`config.mk`:
```
export PLATFORM = sky130hd
export DESIGN_NAME = ibex_id_multicycle_seq
export DESIGN_NICKNAME = d
export VERILOG_FILES = /design/src/rtl/ibex_id_multicycle_seq.sv
export SDC_FILE = /design/constraint.sdc
export NUM_CORES = 1
export LEC_CHECK = 0
export BUFFER_PORTS_ARGS = -buffer_cell sky130_fd_sc_hd__buf_2
export CAP_MARGIN = 5
export CORE_MARGIN = 8
export CORE_UTILIZATION = 50
export DETAILED_ROUTE_END_ITERATION = 10
export PLACE_DENSITY = 0.85
export SYNTH_ARGS = -nofsm -noshare
export SYNTH_HDL_FRONTEND = slang
export SYNTH_SLANG_ARGS = --single-unit
```
`constraint.sdc`:
```
create_clock -name clk_i -period 5.8 [get_ports clk_i]
set_clock_uncertainty 0.1 [all_clocks]
set_input_delay 1.16 -clock clk_i [delete_from_list [all_inputs] [get_ports clk_i]]
set_output_delay 1.16 -clock clk_i [all_outputs]
set_load 0.02 [all_outputs]
```
`src/rtl/ibex_id_multicycle_seq.sv`:
```
// ibex_id_multicycle_seq: ID-stage multicycle sequencer; define IBEX_ID_SEQ_TIMEOUT_EN to add the watchdog.
module ibex_id_multicycle_seq #(
    parameter int unsigned StallCntW     = 16,
    parameter int unsigned TimeoutCycles = 255
) (
    input  logic                 clk_i,
    input  logic                 rst_i,
    input  logic                 instr_valid_i,
    input  logic [1:0]           instr_kind_i,
    input  logic                 flush_i,
    input  logic                 ex_valid_i,
    input  logic                 lsu_req_done_i,
    input  logic                 lsu_resp_valid_i,
    input  logic                 wb_ready_i,
    output logic                 instr_first_cycle_o,
    output logic                 ex_start_o,
    output logic                 id_in_ready_o,
    output logic                 instr_done_o,
    output logic                 stall_mem_o,
    output logic                 stall_multdiv_o,
    output logic [StallCntW-1:0] stall_cnt_o,
    output logic                 timeout_o
);
    typedef enum logic [1:0] {IDLE, EXEC, LSU_REQ, LSU_RESP} state_e;
    if (TimeoutCycles == 0 || TimeoutCycles > 65535) begin : g_bad_timeout
        $error("TimeoutCycles out of range");
    end
    state_e               r_state, w_next;
    logic                 r_drain, w_drain_next;
    logic [StallCntW-1:0] r_stall_cnt;
    logic w_idle, w_accept, w_valid, w_single, w_ex_done, w_req_retire, w_resp_done, w_retire, w_stall;
    assign w_idle       = r_state == IDLE;
    assign w_accept     = w_idle & ~r_drain;
    assign w_valid      = w_accept & instr_valid_i;
    assign w_single     = w_valid & (instr_kind_i == 2'd0);
    assign w_ex_done    = (r_state == EXEC) & ex_valid_i & wb_ready_i;
    assign w_req_retire = (r_state == LSU_REQ) & lsu_req_done_i & lsu_resp_valid_i & wb_ready_i;
    assign w_resp_done  = (r_state == LSU_RESP) & lsu_resp_valid_i & wb_ready_i;
    assign w_retire     = (w_single & wb_ready_i) | w_ex_done | w_req_retire | w_resp_done;
    assign instr_first_cycle_o = w_valid;
    assign instr_done_o        = w_retire & ~flush_i & ~rst_i;
    assign ex_start_o          = w_valid & (instr_kind_i != 2'd0) & ~flush_i & ~rst_i;
    assign id_in_ready_o       = instr_done_o | (w_accept & ~instr_valid_i);
    assign stall_multdiv_o     = (r_state == EXEC) & ~w_ex_done;
    // The request-handshake cycle always counts as a memory stall, even on a same-cycle response.
    assign stall_mem_o = (r_state == LSU_REQ) | ((r_state == LSU_RESP) & ~w_resp_done) |
                         (r_drain & ~lsu_resp_valid_i);
    assign w_stall     = stall_mem_o | stall_multdiv_o | (w_single & ~wb_ready_i & ~flush_i);
    assign stall_cnt_o = r_stall_cnt;
    always_comb begin
        w_next       = r_state;
        w_drain_next = r_drain & ~lsu_resp_valid_i;
        unique case (r_state)
            IDLE:     w_next = ex_start_o ? (instr_kind_i == 2'd2 ? LSU_REQ : EXEC) : IDLE;
            EXEC:     w_next = w_ex_done ? IDLE : EXEC;
            LSU_REQ:  w_next = lsu_req_done_i ? (w_req_retire ? IDLE : LSU_RESP) : LSU_REQ;
            LSU_RESP: w_next = w_resp_done ? IDLE : LSU_RESP;
        endcase
        if (flush_i) begin
            w_next = IDLE;
            if (r_state == LSU_REQ || r_state == LSU_RESP) w_drain_next = ~lsu_resp_valid_i;
        end
    end
`ifdef IBEX_ID_SEQ_TIMEOUT_EN
    logic [15:0] r_wd_cnt;
    logic        r_timeout;
    assign timeout_o = r_timeout;
`else
    assign timeout_o = 1'b0;
`endif
    always_ff @(posedge clk_i) begin
        if (rst_i) begin
            r_state     <= IDLE;
            r_drain     <= 1'b0;
            r_stall_cnt <= '0;
`ifdef IBEX_ID_SEQ_TIMEOUT_EN
            r_wd_cnt    <= '0;
            r_timeout   <= 1'b0;
`endif
        end else begin
            r_state <= w_next;
            r_drain <= w_drain_next;
            if (w_stall && r_stall_cnt != '1) r_stall_cnt <= r_stall_cnt + StallCntW'(1);
`ifdef IBEX_ID_SEQ_TIMEOUT_EN
            if (w_idle) begin
                r_wd_cnt <= '0;
            end else if (r_wd_cnt == 16'(TimeoutCycles - 1)) begin
                r_wd_cnt  <= '0;
                r_timeout <= 1'b1;
                r_state   <= IDLE;
            end else begin
                r_wd_cnt <= r_wd_cnt + 16'd1;
            end
`endif
        end
    end
endmodule

```
==> out/qor.log <==
[run_status] run status finished, final reports clean
[route] drt initial violations 77
[worst_setup_path] endpoint type of the worst setup path output pin
[power_and_ir_drop] Max IR drop VDD 0.000139 V
[cts] clock tree from TritonCTS built
[layout] Ant. Diodes 0
[global_route] global-route wire length before repair 4.78 mm
[placement] global placement routability congestion 0.802
[yosys] post-synthesis average cell area 8.79 sq um
[yosys] YS warnings 0
[yosys] number of enable-type register cells in the synthesized netlist 0
[yosys] Synth cell types 44
[floorplan] # IOs 33
[sta] number of max-slew violations in the final report 0
[cts] Post-CTS Resized 0
[sta] Total Negative Setup Slacks 0 ps
[route] first drt pass iteration count 4
[cts] number of buffers created by CTS 3
[floorplan] full die area 4210 sq um
[yosys] post-synthesis cell area 1190 sq um
[power_and_ir_drop] static leakage power 0.000524 uW
[sta] Worst Hold Margin 463 ps
[floorplan] Chip Width 64.9 um
[worst_setup_path] critical path data arrival time 2280 ps
[floorplan] FP Rows 17
[sta] final hold violation count 0
[global_route] pin count of the biggest net entering global routing 23
[sta] worst-case headroom to the max-slew limit 47.5%
[layout] fraction of final layout cells sized beyond drive strength 1 31.1%
[sta] Slew @ Worst Pin 780 ps
[power_and_ir_drop] power density over cell area 173 nW/um^2
[worst_setup_path] Worst Setup EP id_in_ready_o
[worst_setup_path] logic depth of the worst register-to-register path 5
[global_route] vias in the first global route 1106
[sta] setup-violating endpoint count in the final report 0
[worst_hold_path] min-delay worst type flop to flop
[floorplan] initial core utilization 53.5%
[global_route] met2 Resource Use GR 24.7%
[sta] maximum frequency from static timing analysis 282 MHz
[worst_setup_path] launch point of the worst path instr_valid_i
[layout] finished layout cell area 1350 sq um
[yosys] Yosys top cell by area dfxtp_1
[layout] Finished Layout Cells 192
[global_route] antenna violations before repair 0
[cts] Clk Latency, worst-skew pair 300 ps
[worst_setup_path] Crit Path Class input port to output pin
[layout] area grow syn2layout 12.7%
[yosys] top-area cell type share of the netlist area 31.8%
[yosys] Syn Inst Count 136
[yosys] most used flip-flop cell after synthesis dfxtp_1
[cts] deepest level of the CTS H-tree 1
[placement] count of input and output buffers 31
[worst_setup_path] capture point of the worst reg-to-reg path stall_cnt_o[5]$_SDFFE_PP0P_
[cts] CTS Buffer Depth 2
[worst_setup_path] R2R Path Start r_state[1]$_SDFF_PP0_
[yosys] flip-flop and latch count after synthesis 19
[yosys] share of synthesized flip-flops with an asynchronous set or reset 0%
[floorplan] overall die height 64.9 um
[global_route] aggregate global-route resource usage 13.6%
[worst_setup_path] data required time of the critical path 4540 ps
[worst_setup_path] Worst Path Max Fanout 6
[worst_setup_path] setup slack of the worst register-to-register path 3300 ps
[yosys] share of the yosys chip area belonging to registers 31.8%
[route] post-detailed-routing wire length 2.79 mm
[sta] Tmin final 3540 ps
[placement] Detail Placement HPWL 2.17 mm
[global_route] GR met3 Demand/Resource 3.61%
[global_route] met1 routing resource usage after global routing 14.1%
[route] total number of vias 1126
[sta] setup repair after global routing missed its margin false
[route] via density per instance 5.86
[cts] sink count of the clock tree 19
[layout] FILL cells 205
[route] antenna-violating nets left 0
[route] mean routed wirelength per cell 14.5 um
[placement] dpl cell area 1320 sq um
[worst_hold_path] Min-Delay Startpoint stall_cnt_o[15]$_SDFFE_PP0P_
[layout] fin nets 176
[floorplan] placeable core region 2230 sq um
[cts] number of setup buffers added after CTS 0
[global_route] total congestion overflow after global routing 0
[global_route] global route hottest layer met2
[yosys] Synth area leaders dfxtp_1 32%, nor2_1 6.9%, xnor2_1 5.9%
[worst_setup_path] type of origin of the critical path input port
[route] DRC 0
[cts] buffer cell driving the clock tree root clkbuf_4
[sta] share of the clock period used by the worst path 61.1%
[placement] Inst Count DP 188
[cts] clock-pin slew on the worst setup and hold paths 110 ps
[yosys] Post-Synthesis Net Count 147
[cts] count of hold-fix buffers inserted at cts 0
[flow_run] max-capacitance violation count 0
synthesized netlist by cell type (2+ instances only):
cell type and number:
nand3b_1 3, and3_1 2, dfxtp_1 19, a221oi_1 4, nand2_1 13, a211oi_1 2, and4_1 3, a31o_2 2
nand4_1 4, a21oi_1 5, nor2_1 22, nand3_1 7, buf_4 2, inv_1 2, mux2i_1 2, a21bo_2 2
xnor2_1 8, a2111oi_2 3, nor4_1 2, o21ai_0 3, buf_6 2, nor2b_1 2
through the flow:
stage | total power, uW | setup slack, ps | utilization (%)
2_1_floorplan | 159 | 2230 | -
3_3_place_gp | 166 | 2320 | 59.1
3_5_place_dp | 167 | 2250 | 59.1
4_1_cts | 234 | 2250 | 60.3
5_1_grt | 243 | 2190 | 60.3
6_report | 233 | 2260 | 60.3
worst min-delay path by stage:
stage / endpoint / slack (ps) / depth (start not counted)
2_1_floorplan: r_drain$_SDFF_PP0_ / 430 / 2
3_3_place_gp: stall_cnt_o[15]$_SDFFE_PP0P_ / 430 / 2
3_5_place_dp: stall_cnt_o[15]$_SDFFE_PP0P_ / 440 / 2
4_1_cts: stall_cnt_o[15]$_SDFFE_PP0P_ / 460 / 2
5_1_grt: stall_cnt_o[1]$_SDFFE_PP0P_ / 510 / 2
6_report: stall_cnt_o[15]$_SDFFE_PP0P_ / 460 / 2
sequential cells by signal, summed over array words and instances, names as in the netlist:
register,flops
r_state,2
stall_cnt_o,16
r_drain,1
cell usage in the layout, fill, tap and decap left out, types with 3 or more instances in the layout:
cell type   n
a2111oi_2   3
a21oi_1     5
a221oi_1    4
and4_1      3
buf_2      31
clkbuf_4    3
dfxtp_1    19
nand2_1    13
nand3_1     7
nand3b_1    3
nand4_1     4
nor2_1     22
o21ai_0     3
xnor2_1     8
critical path: stages:
cell and delay, ps:
buf_2 90, nor4b_4 390, nand2_1 110, o221ai_1 90
and3_1 190, or2_2 100, buf_2 150
report_power, final:
| group | internal [uW] | switching, uW |
|---|---|---|
| Sequential | 132 | 2.76 |
| Combinational | 11.0 | 18.6 |
| Clock | 26.8 | 42.0 |
layer usage:
metal  routed length, um  vias up
li1                    -      554
met1                1130      530
met2                1390       37
met3                 226        5
met4                  46        0
met5                   0        -
cell families after synthesis:
group | count (synthesis) | share of synthesized area, %
buf+inv | 9 | 6.07
other cells | 1 | 0.314
fa+ha+maj | 1 | 1.05
xor+xnor | 8 | 5.86
mux | 4 | 3.56
simple gates | 67 | 31.0
compound gates | 27 | 20.3
flops | 19 | 31.8
layout make-up:
cell class                 count  area [sq um]  area share [%]
clock buffer                   4          26.3            1.95
inverter                       2          7.51           0.558
tap                           28          35.0            2.60
timing repair buffer          31           155            11.5
sequential                    19           380            28.3
multi-input combinational    108           742            55.1
No activity file was read; power rests on OpenSTA's default activity.
